--- src/rtl/fetch_pkg.sv ---
// Shared constants, state encoding and buffer entry layout for the instruction fetch stage.
package fetch_pkg;

   localparam int unsigned XLEN = 32;

   localparam logic [XLEN-1:0] NOP_INSTR        = 32'h0000_0013;
   localparam logic [XLEN-1:0] RESET_PC_DEFAULT = 32'h0000_0000;

   // Instruction field positions handed to decode
   localparam int unsigned OP_LSB = 0;
   localparam int unsigned OP_W   = 7;
   localparam int unsigned F3_LSB = 12;
   localparam int unsigned F3_W   = 3;
   localparam int unsigned F7_LSB = 25;
   localparam int unsigned F7_W   = 7;

   typedef enum logic [1:0] {
      IDLE = 2'd0,
      WAIT = 2'd1,
      DROP = 2'd2
   } fetch_state_e;

   typedef struct packed {
      logic [XLEN-1:0] pc;
      logic [XLEN-1:0] instr;
   } fetch_entry_t;

endpackage

--- src/rtl/fetch_fifo.sv ---
// Synchronous instruction buffer holding {pc, instr} entries; flush wins over push and pop.
module fetch_fifo
   import fetch_pkg::*;
#(
   parameter  int unsigned DEPTH = 2,
   localparam int unsigned AW    = $clog2(DEPTH),
   localparam int unsigned CW    = $clog2(DEPTH + 1)
) (
   input  logic          clk,
   input  logic          rst_n,
   input  logic          push,
   input  logic          pop,
   input  logic          flush,
   input  fetch_entry_t  wdata,
   output fetch_entry_t  rdata,
   output logic          full,
   output logic          empty,
   output logic [CW-1:0] count
);

   logic [AW-1:0] wr_ptr_q;
   logic [AW-1:0] rd_ptr_q;
   logic [CW-1:0] count_q;
   fetch_entry_t  mem_q [DEPTH];
   logic          do_push;
   logic          do_pop;

   assign full    = (count_q == CW'(DEPTH));
   assign empty   = (count_q == '0);
   assign count   = count_q;
   assign rdata   = mem_q[rd_ptr_q];
   assign do_push = push & ~full & ~flush;
   assign do_pop  = pop & ~empty & ~flush;

   // Pointers wrap naturally because DEPTH is a power of two
   always_ff @(posedge clk or negedge rst_n) begin
      if (!rst_n) begin
         wr_ptr_q <= '0;
         rd_ptr_q <= '0;
         count_q  <= '0;
      end else if (flush) begin
         wr_ptr_q <= '0;
         rd_ptr_q <= '0;
         count_q  <= '0;
      end else begin
         if (do_push) wr_ptr_q <= wr_ptr_q + AW'(1);
         if (do_pop)  rd_ptr_q <= rd_ptr_q + AW'(1);
         count_q <= count_q + CW'(do_push) - CW'(do_pop);
      end
   end

   always_ff @(posedge clk) begin
      if (do_push) mem_q[wr_ptr_q] <= wdata;
   end

endmodule

--- src/rtl/instr_fetch_unit.sv ---
// Fetch stage: owns the PC, keeps at most one memory read in flight and buffers returned words for decode.
module instr_fetch_unit
   import fetch_pkg::*;
#(
   parameter logic [XLEN-1:0] RESET_PC = RESET_PC_DEFAULT,
   parameter int unsigned     DEPTH    = 2
) (
   input  logic            clk,
   input  logic            rst_n,
   output logic            imem_req,
   output logic [XLEN-1:0] imem_addr,
   input  logic            imem_rvalid,
   input  logic [XLEN-1:0] imem_rdata,
   input  logic            redirect,
   input  logic [XLEN-1:0] redirect_pc,
   output logic            instr_valid,
   input  logic            instr_ready,
   output logic [XLEN-1:0] instr,
   output logic [XLEN-1:0] instr_pc,
   output logic [OP_W-1:0] op,
   output logic [F3_W-1:0] funct3,
   output logic [F7_W-1:0] funct7
);

   localparam int unsigned CW   = $clog2(DEPTH + 1);
   localparam int unsigned CNTW = CW + 1;

   fetch_state_e    state_q, state_d;
   logic [XLEN-1:0] fetch_pc_q, fetch_pc_d;
   logic            req_q, req_d;
   logic            push_c, pop_c, flush_c, space_c;
   logic [CNTW-1:0] cnt_next_c;
   logic            fifo_full, fifo_empty;
   logic [CW-1:0]   fifo_count;
   fetch_entry_t    fifo_wdata, fifo_head;

   assign fifo_wdata = '{pc: fetch_pc_q, instr: imem_rdata};

   fetch_fifo #(.DEPTH(DEPTH)) u_fifo (
      .clk   (clk),
      .rst_n (rst_n),
      .push  (push_c),
      .pop   (pop_c),
      .flush (flush_c),
      .wdata (fifo_wdata),
      .rdata (fifo_head),
      .full  (fifo_full),
      .empty (fifo_empty),
      .count (fifo_count)
   );

   always_ff @(posedge clk or negedge rst_n) begin
      if (!rst_n) begin
         state_q    <= IDLE;
         fetch_pc_q <= RESET_PC;
         req_q      <= 1'b0;
      end else begin
         state_q    <= state_d;
         fetch_pc_q <= fetch_pc_d;
         req_q      <= req_d;
      end
   end

   // Space check uses the buffer occupancy after this cycle's push/pop; no request is outstanding afterwards
   always_comb begin
      state_d    = state_q;
      fetch_pc_d = fetch_pc_q;
      flush_c    = 1'b0;
      pop_c      = instr_valid & instr_ready;
      push_c     = (state_q == WAIT) & imem_rvalid & ~fifo_full;
      cnt_next_c = {1'b0, fifo_count} + CNTW'(push_c) - CNTW'(pop_c);
      space_c    = (cnt_next_c < CNTW'(DEPTH));

      case (state_q)
         IDLE: if (space_c) state_d = WAIT;
         WAIT: begin
            if (push_c) fetch_pc_d = fetch_pc_q + 32'd4;
            if (imem_rvalid && !space_c) state_d = IDLE;
         end
         DROP: if (imem_rvalid) state_d = IDLE;
         default: state_d = IDLE;
      endcase

      // Redirect overrides everything; an unanswered request must have its response discarded
      if (redirect) begin
         flush_c    = 1'b1;
         push_c     = 1'b0;
         pop_c      = 1'b0;
         fetch_pc_d = redirect_pc & ~32'h3;
         case (state_q)
            WAIT, DROP: state_d = imem_rvalid ? IDLE : DROP;
            default:    state_d = IDLE;
         endcase
      end

      req_d = (state_d == WAIT);
   end

   assign imem_req    = req_q;
   assign imem_addr   = fetch_pc_q;
   assign instr_valid = ~fifo_empty;
   assign instr       = fifo_empty ? NOP_INSTR : fifo_head.instr;
   assign instr_pc    = fifo_empty ? '0 : fifo_head.pc;
   assign op          = instr[OP_LSB +: OP_W];
   assign funct3      = instr[F3_LSB +: F3_W];
   assign funct7      = instr[F7_LSB +: F7_W];

endmodule

--- config.mk ---
export PLATFORM = sky130hd
export DESIGN_NAME = instr_fetch_unit
export DESIGN_NICKNAME = d
export VERILOG_FILES = /design/src/rtl/fetch_pkg.sv /design/src/rtl/fetch_fifo.sv /design/src/rtl/instr_fetch_unit.sv
export SDC_FILE = /design/constraint.sdc
export NUM_CORES = 1
export LEC_CHECK = 0
export BUFFER_PORTS_ARGS = -buffer_cell sky130_fd_sc_hd__buf_4
export CAP_MARGIN = 10
export CORE_ASPECT_RATIO = 0.7
export CORE_MARGIN = 4
export CORE_UTILIZATION = 48
export DETAILED_ROUTE_END_ITERATION = 6
export PLACE_DENSITY = 0.76
export SLEW_MARGIN = 15
export SYNTH_ARGS = -nofsm -noshare
export SYNTH_HDL_FRONTEND = slang
export SYNTH_SLANG_ARGS = --single-unit
--- constraint.sdc ---
create_clock -name clk -period 6.3 [get_ports clk]
set_input_delay 1.26 -clock clk [delete_from_list [all_inputs] [get_ports clk]]
set_output_delay 1.26 -clock clk [all_outputs]
set_load 0.05 [all_outputs]
==> run_results.csv <==
group,metric,value,unit
clock_network,cts_made_buffers,17,
route,drt_pass1_iterations,7,
die,io_pins,184,
power,leakage,3.43,nW
logic_synthesis,synthSimpleGateAreaFrac,12.3,%
route,wire_per_inst,18.0,µm
global_routing,antenna_found_initial,0,
setup_path,r2r-end,"u_fifo.mem_q[1][63]$_DFFE_PP_",
clock_network,root_buffer,"clkbuf_16",
logic_synthesis,synth_top_family_by_area,"simple AND/OR/NAND/NOR gates",
setup_path,r2r_start,"state_q[1]$_DFF_PN0_",
die,dieArea,16800,µm²
setup_path,critPathSlowestCell,"dfrtp_4",
finish,final_common_cell,"buf_4",
power,ir_drop,0.000192,V
logic_synthesis,seq_area_frac_synth,65.7,%
power,power_per_cell_area,361,nW/µm²
setup_path,slowest_delay,1120,ps
finish,area_delta_synth_final,27.2,%
sta,max_slew_margin,23.0,%
setup_path,worst-r2r-cell-count,7,
sta,finalHoldViolations,0,
die,coreArea,14200,µm²
route,ant_nets,0,
logic_synthesis,muxShareOfSynthArea,8.92,%
hold_path,worstHoldStart,"imem_addr[27]$_DFFE_PN0P_",
finish,stdcell_count,899,
status,outcome,"finished clean",
logic_synthesis,synth_xor_area_share,1.49,%
die,die_w,153,µm
logic_synthesis,yosys.area.top_type_share,52.6,%
logic_synthesis,synthArstFlopShare,23.0,%
place,dpl_cell_area,8400,µm²
sta,rsz0062_at_grt,"false",
finish,fin_util,63.4,%
clock_network,path_clk_slew,60,ps
logic_synthesis,synth-edff-count,124,
power,power,3.25,mW
logic_synthesis,synth_cell_type_count,36,
clock_network,cts_tree,"yes",
logic_synthesis,synth_seq_cells,161,
clock_network,ctsHoldBuffers,0,
route,drc,0,
sta,finalCriticalPeriod,3560,ps
die,fp-row-count,36,
place,gp_congestion,0.794,
logic_synthesis,syn_area,7070,µm²
setup_path,rrSetupSlack,3080,ps
clock_network,ctsHtreeMaxLevel,4,
logic_synthesis,yosysTopAreaCell,"edfxtp_1",
sta,tns,0,ps
clock_network,clkLatencyLatePin,430,ps
setup_path,crit_arrival,2300,ps
clock_network,cts_buffer_depth,2,
setup_path,worstSetupPathType,"reg -> out",
place,place_ws,2460,ps
setup_path,worstPathCellList,"mux2i_1, nor2_1, buf_4",
setup_path,critPathMaxFanout,63,
sta,post-route-period-util,56.5,%
run,max-cap-violations,0,
global_routing,grt_first_pass_wirelength,25500,µm
sta,worstMarginPinSlew,1160,ps
logic_synthesis,synth_area_leaders,"edfxtp_1 (53%), dfrtp_1 (13%), mux2i_1 (8.9%)",
global_routing,grt_util_all_layers,19.8,%
route,viasPerCell,5.45,
finish,diodes,0,
setup_path,cp.required,5040,ps
place,place_hpwl,10900,µm
logic_synthesis,syn_inst,545,
hold_path,holdPathStages,0,
sta,fmax,0.281,GHz
setup_path,path_buf_inv,1,
sta,slew_viol_final,0,
finish,drive_above_1_share,30.7,%
logic_synthesis,avgSynthCellArea,13.0,µm²
sta,fin_hold_ws,547,ps
logic_synthesis,synth_ff_type,"edfxtp_1",
die,start_util,49.9,%
hold_path,min_path_type,"reg -> reg",
global_routing,overflow,0,
global_routing,grt_start_max_net_pins,64,
setup_path,cp-end-kind,"primary output",
sta,finalSetupViolCount,0,
route,num_vias,4898,
logic_synthesis,synth_compound_area_share,4.83,%
die,die_h,110,µm
sta,skew,5.99,ps
logic_synthesis,synthAdderAreaFrac,1.70,%
place,port_buffers,177,
sta,worst_slack,2740,ps
finish,layout.nets,774,
clock_network,cts_setup_buffers,0,
route,routed_wl,16200,µm
clock_network,cts_resized,0,
place,dp.cells,867,
clock_network,cts.sinks,161,
finish,layout_common_cells,"buf_4 (180), edfxtp_1 (124), nor2_1 (83), mux2i_1 (63), dfrtp_1 (36)",
route,drt_first_iter_violations,355,
logic_synthesis,yosysWarnings,0,
global_routing,grt_pass1_vias,4887,
hold_path,min_to,"u_fifo.mem_q[0][59]$_DFFE_PP_",
finish,final_cell_area,9000,µm²
setup_path,cp_top_family,"flip-flops",
setup_path,cp-start-kind,"flop",
-- sequential cells by signal (all words and copies together) (netlist names) --
| name | flops |
|---|---|
| state_q | 2 |
| u_fifo.wr_ptr_q | 1 |
| u_fifo.count | 2 |
| imem_req | 1 |
| u_fifo.rd_ptr_q | 1 |
| imem_addr | 30 |
| u_fifo.mem_q | 124 |
-- worst max-delay path by stage --
| stage | startpoint | to | cells past startpoint | slack, ps |
|---|---|---|---|---|
| after floorplan | imem_rvalid | u_fifo.mem_q[0][0]$_DFFE_PP_ | 4 | 1560 |
| after global placement | imem_rvalid | u_fifo.mem_q[1][9]$_DFFE_PP_ | 6 | 2510 |
| after detailed placement | imem_rvalid | u_fifo.mem_q[1][2]$_DFFE_PP_ | 6 | 2460 |
| after CTS | u_fifo.rd_ptr_q$_DFFE_PN0P_ | funct7[0] | 3 | 2730 |
| after global routing | u_fifo.rd_ptr_q$_DFFE_PN0P_ | funct3[0] | 3 | 2600 |
| final | u_fifo.rd_ptr_q$_DFFE_PN0P_ | funct7[0] | 3 | 2740 |
-- synth_stat cells, types with 10 or more instances --
cell	instances
o31ai_1	16
nor2_1	84
o21ai_0	10
dfrtp_1	37
a31oi_1	16
edfxtp_1	124
nand2_1	32
or4_1	20
clkbuf_1	19
nand3_1	13
buf_4	21
inv_1	15
mux2i_1	63
-- final cells by class --
cell class                      count  area [µm²]
Sequential cell                   161        4650
Inverter                           15        56.3
Multi-Input combinational cell    321        2110
Fill cell                        1107        5190
Tap cell                          190         238
Timing Repair Buffer              180        1350
Clock buffer                       17         425
Clock inverter                     15         169
-- power by group --
part	switching, mW	leakage, nW	total, mW	internal, mW
registers	0.0934	1.56	1.32	1.23
logic	0.628	1.59	0.904	0.276
clock network	0.404	0.278	1.02	0.618
total	1.13	3.43	3.25	2.12
-- cell families after synthesis --
family          count (synthesis)
buf+inv                        66
fa+ha+maj                       9
mux                            63
compound gates                 51
flops                         161
simple gates                  182
other cells                     1
xor+xnor                       12
-- metal layers --
layer	vias up	GRT usage [%]	wire, µm
li1	2294	-	-
met1	2384	27.0	7280
met2	196	31.3	7580
met3	24	4.88	1090
met4	0	7.06	227
met5	-	0	0
Note: power is estimated with default switching activity, not from simulation.
